===== src/rtl/stack_pkg.sv =====
// Shared types and constants for the hardware stack arbiter.
package stack_pkg;

  typedef enum logic [2:0] {
    IDLE,
    CPU_OP,
    BURST_PUSH,
    BURST_POP,
    DONE
  } state_t;

  localparam logic OP_PUSH = 1'b0;
  localparam logic OP_POP  = 1'b1;

  localparam int unsigned STACK_DEPTH = 1024;
  localparam int unsigned STACK_DW    = 32;

endpackage


===== src/rtl/stack_arb_pri.sv =====
// Two-way CPU/ISR priority picker; ISR wins ties unless it was served last.
module stack_arb_pri (
  input  logic clk,
  input  logic rst_n,
  input  logic en,
  input  logic cpu_req,
  input  logic isr_req,
  output logic gnt_cpu,
  output logic gnt_isr
);

  logic last_isr_q;

  always_comb begin
    gnt_isr = en & isr_req & (~cpu_req | ~last_isr_q);
    gnt_cpu = en & cpu_req & ~gnt_isr;
  end

  // Rejected grants also count as served, so a faulty requester cannot starve the other.
  always_ff @(posedge clk or negedge rst_n) begin
    if (!rst_n) begin
      last_isr_q <= 1'b0;
    end else if (gnt_cpu | gnt_isr) begin
      last_isr_q <= gnt_isr;
    end
  end

endmodule


===== src/rtl/stack_arbiter.sv =====
// Shares the hardware stack between CPU single-word ops and ISR save/restore bursts.
module stack_arbiter
  import stack_pkg::*;
#(
  parameter int unsigned DEPTH    = STACK_DEPTH,
  parameter int unsigned DW       = STACK_DW,
  parameter int unsigned CW       = $clog2(DEPTH) + 1,
  parameter int unsigned MAXBURST = 16,
  parameter int unsigned LW       = $clog2(MAXBURST) + 1
) (
  input  logic          clk,
  input  logic          rst_n,
  input  logic          cpu_req,
  input  logic          cpu_op,
  input  logic [DW-1:0] cpu_wdata,
  output logic          cpu_gnt,
  output logic          cpu_done,
  output logic [DW-1:0] cpu_rdata,
  output logic          cpu_err,
  input  logic          isr_req,
  input  logic          isr_op,
  input  logic [LW-1:0] isr_len,
  output logic          isr_gnt,
  output logic          isr_err,
  output logic          isr_wr_rdy,
  input  logic [DW-1:0] isr_wdata,
  output logic          isr_rvalid,
  output logic [DW-1:0] isr_rdata,
  output logic          isr_done,
  output logic          stk_push,
  output logic          stk_pop,
  output logic [DW-1:0] stk_wdata,
  input  logic [DW-1:0] stk_rdata,
  output logic [CW-1:0] count,
  output logic          full,
  output logic          empty
);

  state_t        state_q, state_d;
  logic [LW-1:0] rem_q, rem_d;
  logic [CW-1:0] count_q, count_d;
  logic          push_q, push_d, pop_q, pop_d;
  logic          cpu_gnt_q, cpu_gnt_d, cpu_err_q, cpu_err_d, cpu_done_q, cpu_done_d;
  logic          isr_gnt_q, isr_gnt_d, isr_err_q, isr_err_d, isr_done_q, isr_done_d;
  logic          isr_rvalid_q, isr_rvalid_d;
  logic [DW-1:0] cpu_rdata_q, cpu_rdata_d, isr_rdata_q, isr_rdata_d;
  logic          arb_en, gnt_cpu, gnt_isr, cpu_ok, isr_ok, len_ok;
  logic [CW:0]   push_sum;

  // No arbitration while a grant pulse is out: the winner may still hold its request.
  assign arb_en = (state_q == IDLE) & ~cpu_gnt_q & ~isr_gnt_q;

  stack_arb_pri u_pri (
    .clk     (clk),
    .rst_n   (rst_n),
    .en      (arb_en),
    .cpu_req (cpu_req),
    .isr_req (isr_req),
    .gnt_cpu (gnt_cpu),
    .gnt_isr (gnt_isr)
  );

  always_comb begin
    full     = (count_q == CW'(DEPTH));
    empty    = (count_q == '0);
    push_sum = (CW + 1)'(count_q) + (CW + 1)'(isr_len);
    len_ok   = (isr_len != '0) && (isr_len <= LW'(MAXBURST));
    cpu_ok   = (cpu_op == OP_POP) ? ~empty : ~full;
    isr_ok   = len_ok && ((isr_op == OP_POP) ? (count_q >= CW'(isr_len))
                                             : (push_sum <= (CW + 1)'(DEPTH)));
  end

  always_comb begin
    state_d      = state_q;
    rem_d        = rem_q;
    count_d      = count_q + CW'(push_q) - CW'(pop_q);
    push_d       = 1'b0;
    pop_d        = 1'b0;
    cpu_gnt_d    = 1'b0;
    cpu_err_d    = 1'b0;
    cpu_done_d   = 1'b0;
    isr_gnt_d    = 1'b0;
    isr_err_d    = 1'b0;
    isr_done_d   = 1'b0;
    isr_rvalid_d = (state_q == BURST_POP) & pop_q;
    cpu_rdata_d  = ((state_q == CPU_OP) & pop_q) ? stk_rdata : cpu_rdata_q;
    isr_rdata_d  = isr_rvalid_d ? stk_rdata : isr_rdata_q;
    unique case (state_q)
      IDLE: begin
        if (gnt_cpu) begin
          cpu_gnt_d = 1'b1;
          if (cpu_ok) begin
            push_d  = (cpu_op == OP_PUSH);
            pop_d   = (cpu_op == OP_POP);
            state_d = CPU_OP;
          end else begin
            cpu_err_d = 1'b1;
          end
        end else if (gnt_isr) begin
          isr_gnt_d = 1'b1;
          if (isr_ok) begin
            rem_d   = isr_len;
            push_d  = (isr_op == OP_PUSH);
            pop_d   = (isr_op == OP_POP);
            state_d = (isr_op == OP_POP) ? BURST_POP : BURST_PUSH;
          end else begin
            isr_err_d = 1'b1;
          end
        end
      end
      CPU_OP: begin
        cpu_done_d = 1'b1;
        state_d    = DONE;
      end
      BURST_PUSH, BURST_POP: begin
        if (rem_q == LW'(1)) begin
          isr_done_d = 1'b1;
          state_d    = DONE;
        end else begin
          rem_d  = rem_q - LW'(1);
          push_d = (state_q == BURST_PUSH);
          pop_d  = (state_q == BURST_POP);
        end
      end
      DONE:    state_d = IDLE;
      default: state_d = IDLE;
    endcase
  end

  always_ff @(posedge clk or negedge rst_n) begin
    if (!rst_n) begin
      state_q      <= IDLE;
      rem_q        <= '0;
      count_q      <= '0;
      push_q       <= 1'b0;
      pop_q        <= 1'b0;
      cpu_gnt_q    <= 1'b0;
      cpu_err_q    <= 1'b0;
      cpu_done_q   <= 1'b0;
      isr_gnt_q    <= 1'b0;
      isr_err_q    <= 1'b0;
      isr_done_q   <= 1'b0;
      isr_rvalid_q <= 1'b0;
      cpu_rdata_q  <= '0;
      isr_rdata_q  <= '0;
    end else begin
      state_q      <= state_d;
      rem_q        <= rem_d;
      count_q      <= count_d;
      push_q       <= push_d;
      pop_q        <= pop_d;
      cpu_gnt_q    <= cpu_gnt_d;
      cpu_err_q    <= cpu_err_d;
      cpu_done_q   <= cpu_done_d;
      isr_gnt_q    <= isr_gnt_d;
      isr_err_q    <= isr_err_d;
      isr_done_q   <= isr_done_d;
      isr_rvalid_q <= isr_rvalid_d;
      cpu_rdata_q  <= cpu_rdata_d;
      isr_rdata_q  <= isr_rdata_d;
    end
  end

  always_comb begin
    stk_push   = push_q;
    stk_pop    = pop_q;
    // Write data is taken live in the strobe cycle, so it is gated to zero otherwise.
    stk_wdata  = push_q ? ((state_q == BURST_PUSH) ? isr_wdata : cpu_wdata) : '0;
    isr_wr_rdy = push_q & (state_q == BURST_PUSH);
    cpu_gnt    = cpu_gnt_q;
    cpu_err    = cpu_err_q;
    cpu_done   = cpu_done_q;
    cpu_rdata  = cpu_rdata_q;
    isr_gnt    = isr_gnt_q;
    isr_err    = isr_err_q;
    isr_done   = isr_done_q;
    isr_rvalid = isr_rvalid_q;
    isr_rdata  = isr_rdata_q;
    count      = count_q;
  end

endmodule


===== config.mk =====
export PLATFORM = sky130hd
export DESIGN_NAME = stack_arbiter
export DESIGN_NICKNAME = d
export VERILOG_FILES = /design/src/rtl/stack_pkg.sv /design/src/rtl/stack_arb_pri.sv /design/src/rtl/stack_arbiter.sv
export SDC_FILE = /design/constraint.sdc
export NUM_CORES = 1
export LEC_CHECK = 0
export ABC_AREA = 1
export CAP_MARGIN = 20
export CORE_ASPECT_RATIO = 1.1
export CORE_MARGIN = 2
export CORE_UTILIZATION = 35
export DETAILED_ROUTE_END_ITERATION = 8
export DONT_BUFFER_PORTS = 1
export GPL_ROUTABILITY_DRIVEN = 0
export MAX_ROUTING_LAYER = met4
export PLACE_DENSITY = 0.51
export SLEW_MARGIN = 20
export SYNTH_ARGS = -nofsm -noshare
export SYNTH_HDL_FRONTEND = slang
export SYNTH_HIERARCHICAL = 1
export SYNTH_SLANG_ARGS = --single-unit

===== constraint.sdc =====
create_clock -name clk -period 2.15 [get_ports clk]
set_input_delay 0.3225 -clock clk [delete_from_list [all_inputs] [get_ports clk]]
set_output_delay 0.3225 -clock clk [all_outputs]
set_load 0.1 [all_outputs]

==> results of run 1 <==
logic make-up after synthesis:
logic type               share of synthesized area, %
AND/OR/NAND/NOR                                 23.17
flip-flops                                      43.58
AO/OA/AOI/OAI                                   13.26
adder cells (fa/ha/maj)                         9.185
buffers and inverters                           8.505
XOR/XNOR                                        2.296
worst register-to-register path, stage by stage (launching register included):
cell and delay, ns:
dfrtp_4 0.50, ha_4 0.18, fa_2 0.35, buf_4 0.14, buf_4 0.12, xor2_1 0.12, nand4_1 0.15, nor2_2 0.14
nand2_2 0.07, nand3_4 0.10, nand3_4 0.09, nand2_4 0.12, nand3_1 0.09, nand2_1 0.09
placed cells by master (no fill, tap or decap), types with 4 or more instances in the layout:
cell	count
nand2_1	148
buf_4	120
dfrtp_1	80
inv_1	76
o21ai_0	64
nand3_1	59
buf_12	38
a21oi_4	30
ha_1	28
nor2_1	17
nand2_2	14
inv_2	12
a21oi_1	10
xor2_1	10
clkbuf_16	10
dfrtp_4	10
o21ai_1	9
nand3_2	8
a21oi_2	7
buf_6	7
ha_4	6
inv_4	5
nand2_4	5
nor2_2	5
xnor2_1	4
nor3_1	4
synth_stat cells (all sizes together) (3+ instances only):
cell type  count  area, um^2
nand4          4       31.28
o21ai         74       370.4
xnor2          4       35.03
ha            36       450.4
o31ai          5       37.54
clkbuf        22       82.58
nor2          25       108.9
nand2        167       651.9
xor2          10       87.58
nor4           5       31.28
nor3           5       25.02
inv           95       356.6
a21oi         47       239.0
buf            3       15.01
dfrtp         93        2327
nand3         69       355.3
final cells by class:
type	count	share of cell area, %
repair buffers	167	21.48
clock buffers	10	2.883
multi-input cells	464	38.75
flip-flops and latches	93	28.58
well taps	196	2.959
inverters	95	4.559
clock inverters	6	0.7850
state kept, by name, summed over array words and instances, names as in the netlist:
signal            flops
isr_rdata            32
cpu_err               1
stk_pop               1
rem_q                 5
state_q               3
isr_err               1
cpu_gnt               1
isr_rvalid            1
count                11
isr_gnt               1
cpu_done              1
stk_push              1
u_pri/last_isr_q      1
isr_done              1
cpu_rdata            32
per-layer routing:
metal | GRT usage [%] | vias to the layer above
met2 | 32.28 | 180
met4 | 6.577 | 0
met3 | 5.651 | 23
li1 | - | 2496
met5 | - | -
met1 | 25.76 | 2372
how the worst min path moves through the flow:
stage / start / slack, ns / to
after floorplan: rst_n / 0.03 / count[10]
final: rst_n / -0.33 / count[6]
after CTS: rst_n / -0.34 / cpu_gnt
after global placement: rst_n / 0.03 / count[0]
after global routing: rst_n / -0.36 / count[6]
after detailed placement: rst_n / 0.03 / count[0]
per-stage QoR:
| step | hold slack [ns] | setup slack (ns) | instances | instance area, um^2 |
|---|---|---|---|---|
| 2_1_floorplan | 0.02691 | -0.5606 | 677 | 5831 |
| 3_3_place_gp | 0.03262 | -0.05133 | 995 | 7533 |
| 3_5_place_dp | 0.03134 | -0.1059 | 995 | 7533 |
| 4_1_cts | -0.3447 | -0.1563 | 1018 | 8050 |
| 5_1_grt | -0.3553 | -0.2775 | 1031 | 8288 |
| 6_report | -0.3310 | -0.1634 | 1031 | 8288 |
what timing repair did:
| action | CTS | global route |
|---|---|---|
| gates resized for setup | 38 | 31 |
| gates cloned | 0 | 1 |
| setup endpoints to repair | 47 | 52 |
| pin swaps | 11 | 13 |
| setup buffers | 7 | 12 |
| hold endpoints to repair | 93 | 93 |
==> flow_summary.json, run 1 <==
{
  "synth_area_per_cell_um2": 7.888,
  "relSlewSlack_pct": 62.18,
  "r2r-end": "rem_q[0]",
  "clk-insertion-delay-late_ns": 0.35,
  "regToRegSetupSlack_ns": -0.16,
  "rows": 47,
  "maxSlewViolCount": 0,
  "fin_nets": 975,
  "setup_tns_ns": -1.414,
  "cp_num_cells": 13,
  "initial_utilization_pct": 35.61,
  "status": "complete, but fails checks",
  "antenna_found_initial": 0,
  "drv_cap": 0,
  "die_w_um": 121.8,
  "synthFlopType": "dfrtp_1",
  "top_layer_used": "met4",
  "drc_errors": 0,
  "ioPinCount": 226,
  "antenna_cells": 0,
  "reg2reg_from": "count[0]",
  "worst_pin_slew_ns": 0.5672,
  "finalClockSkew_ns": 0.007522,
  "postLayoutCoreUtil_pct": 55.27,
  "critical_path_buf_inv_count": 2,
  "cp_slowest_cell": "dfrtp_4",
  "fin_ws_ns": -0.1634,
  "critPathMaxStageDelay_ns": 0.50,
  "fp.dieH_um": 133.6,
  "ys_seq_area_share_pct": 43.58,
  "hp-class": "primary input to async pin",
  "crit_path_start_kind": "register",
  "cp_max_fo": 5,
  "holdWs_ns": -0.3310,
  "violations": "negative hold slack, negative setup slack",
  "track_usage_pct": 20.57,
  "crit_chain": "ha_4 > fa_2 > buf_4 > buf_4 > xor2_1 > nand4_1 > nor2_2 > nand2_2 > nand3_4 > nand3_4 > nand2_4 > nand3_1 > nand2_1",
  "hpwlAfterDp_mm": 12.40,
  "grt_max_degree": 94,
  "drt-pass1-iter-count": 4,
  "synth-seq-cells": 93,
  "wire_per_inst_um": 15.89,
  "crit_family": "simple AND/OR/NAND/NOR gates",
  "synth_edf_count": 0,
  "r2r_cells": 13,
  "syn-num-nets": 822,
  "multi_input_area_um2": 3212,
  "grt_pass1_wl_mm": 25.76,
  "drtIter0Drc": 200,
  "crit_type": "register to register",
  "numPortBuffers": 0,
  "finalHoldViolCount": 93,
  "seq_area_um2": 2369,
  "finalSetupViolCount": 15,
  "gr-total-overflow": 0,
  "dr_total_vias": 5071,
  "critPathCaptureType": "register",
  "met1Wirelength_mm": 6.867,
  "ctsHtreeMaxLevel": 3,
  "synth_area_um2": 5340,
  "drive_gt1_share_pct": 37.13,
  "n_fill_cell": 1345,
  "ant_nets": 0,
  "cts_made_buffers": 9,
  "wl_met2_mm": 7.884,
  "crit_required_ns": 2.43,
  "worstPathArrival_ns": 2.60,
  "max_freq_ghz": 0.4323,
  "clk_pin_slew_ns": 0.07,
  "die-area_um2": 16260,
  "cts_num_sinks": 93,
  "syn_inst": 677,
  "ys_warn_count": 6,
  "finalWirelength_mm": 16.38,
  "dr_wl_met3_mm": 1.296,
  "grt_pass1_vias": 4999,
  "synth.distinct_cells": 36,
  "cts_max_path_buffers": 2,
  "cts_tree": "yes",
  "core-area_um2": 15000,
  "min_period_ns": 2.313,
  "post-route-period-util_pct": 107.6,
  "async_flop_share_pct": 100.0,
  "cts_root_buf": "clkbuf_16",
  "endpoint": "rem_q[0]",
  "via_per_inst": 4.919,
  "area_delta_synth_final_pct": 55.20,
  "rsz0062_at_grt": "true",
  "worstSetupStartpoint": "count[0]"
}
Power of run 1 is left out: the tool's default activity adds up to more than one toggle a clock period on the data nets, which glitch-free logic cannot reach.
==> run 2: changes to the inputs <==
CORE_UTILIZATION = 40   (was 35)
PLACE_DENSITY = 0.56   (was 0.51)
==> run 2 against run 1 <==
Net effect: the run still ends with negative hold slack, negative setup slack left; utilization up 7.4 points; clock-buffer cell count down 1; clock skew up 0.0014 ns; non-clock buffer count down 3; routed wire length up 0.78%; hold slack worse by 0.0024 ns; die area down 12%; design area down 1.0%.
==> flow_summary.json, run 2 (synthesized netlist as in run 1, its figures left out) <==
{
  "die_w_um": 114.2,
  "finalSetupViolCount": 10,
  "track_usage_pct": 23.61,
  "cts_max_path_buffers": 2,
  "cp_max_fo": 3,
  "maxSlewViolCount": 0,
  "cts_root_buf": "clkbuf_16",
  "status": "complete, but fails checks",
  "setup_tns_ns": -0.7468,
  "critPathMaxStageDelay_ns": 0.50,
  "dr_total_vias": 5092,
  "cts_made_buffers": 9,
  "cts_num_sinks": 93,
  "drtIter0Drc": 256,
  "drt-pass1-iter-count": 5,
  "fp.dieH_um": 125.2,
  "finalWirelength_mm": 16.51,
  "cp_slowest_cell": "dfrtp_4",
  "grt_pass1_vias": 5082,
  "rows": 44,
  "gr-total-overflow": 0,
  "holdWs_ns": -0.3334,
  "rsz0062_at_grt": "true",
  "worstPathArrival_ns": 1.97,
  "cpMostUsedCell": "buf_4",
  "fin_nets": 972,
  "crit_type": "register to output pin",
  "drc_errors": 0,
  "crit_required_ns": 1.83,
  "antenna_cells": 0,
  "drive_gt1_share_pct": 36.58,
  "relSlewSlack_pct": 46.48,
  "critPathCaptureType": "output pin",
  "grt_max_degree": 94,
  "drv_cap": 0,
  "violations": "negative hold slack, negative setup slack",
  "min_period_ns": 2.297,
  "ctsHtreeMaxLevel": 3,
  "fin_ws_ns": -0.1468,
  "final_common_cell": "nand2_1",
  "clk-insertion-delay-late_ns": 0.34,
  "via_per_inst": 5.133,
  "core-area_um2": 13100,
  "max_freq_ghz": 0.4354,
  "cts_tree": "yes",
  "numPortBuffers": 0,
  "worst_pin_slew_ns": 0.7980,
  "clk_pin_slew_ns": 0.07,
  "post-route-period-util_pct": 106.8,
  "antenna_found_initial": 0,
  "ant_nets": 0,
  "initial_utilization_pct": 40.76,
  "ioPinCount": 226,
  "hpwlAfterDp_mm": 12.67,
  "grt_pass1_wl_mm": 25.92,
  "finalHoldViolCount": 93,
  "finalClockSkew_ns": 0.008906,
  "die-area_um2": 14290,
  "crit_path_start_kind": "register",
  "hp-class": "primary input to async pin",
  "area_delta_synth_final_pct": 53.66,
  "n_fill_cell": 1109,
  "final_cell_mix": "150 x nand2_1, 121 x buf_4, 79 x dfrtp_1",
  "wire_per_inst_um": 16.64,
  "crit_chain": "buf_4 > buf_4 > nor4_4 > inv_2 > nor3_4 > buf_12"
}
[run 2: cell count changes in the layout (fill, tap and decap cells not counted), sizes merged]
cell	change
buf	-2
bufinv	+2
clkbuf	-2
clkinv	-2
clkinvlp	+1
inv	-1
[run 2: final timing paths]
| kind | startpoint | to | cells past startpoint | slack [ns] |
|---|---|---|---|---|
| min | rst_n | cpu_rdata[2] | 0 | -0.33 |
| max reg2reg | count[0] | rem_q[0] | 17 | -0.10 |
| max in group asynchronous | rst_n | stk_push | 0 | 2.35 |
| min in group clk | stk_rdata[26] | isr_rdata[26] | 2 | 0.13 |
| min reg2reg | isr_rdata[15] | isr_rdata[15] | 2 | 0.49 |
| max | count[0] | full | 6 | -0.15 |
[run 2: critical path, delay by kind of cell (launching register included)]
kind | cells | cell delay (ns)
buffers and inverters | 4 | 0.58
flip-flops | 1 | 0.50
AND/OR/NAND/NOR | 2 | 0.56
[run 2: layout make-up]
cell class	count	area, um^2	area share [%]
Multi-Input combinational cell	464	3197	38.96
Sequential cell	93	2370	28.88
Timing Repair Buffer	164	1738	21.18
Inverter	95	377.9	4.605
Clock buffer	9	225.2	2.745
Tap cell	161	201.4	2.455
Clock inverter	6	96.34	1.174
[run 2: routing by layer]
metal  track usage (%)  vias to the layer above  wire, um
met2             41.42                      199      8598
met4             9.254                        0       543
li1                  -                     2491         -
met1             25.16                     2364      6067
met5                 -                        -         0
met3             6.253                       38      1299
[run 2: through the flow]
step / setup slack, ns / std cells / area [um^2] / util (%) / hold slack (ns)
3_5_place_dp: -0.1014 / 959 / 7495 / 57.20 / 0.02843
3_3_place_gp: -0.03788 / 959 / 7495 / 57.20 / 0.02899
4_1_cts: -0.1178 / 984 / 8006 / 61.11 / -0.3433
2_1_floorplan: -0.5606 / 677 / 5831 / - / 0.02691
5_1_grt: -0.3227 / 992 / 8205 / 62.62 / -0.3489
6_report: -0.1468 / 992 / 8205 / 62.62 / -0.3334
[run 2: what timing repair did]
item                                    CTS  global route
pin swaps                                11            11
setup buffers                            10             8
endpoints found under the hold margin    93            93
endpoints found under the setup margin   43            45
resized for setup                        27            31
Power of run 2 is left out for the same reason.
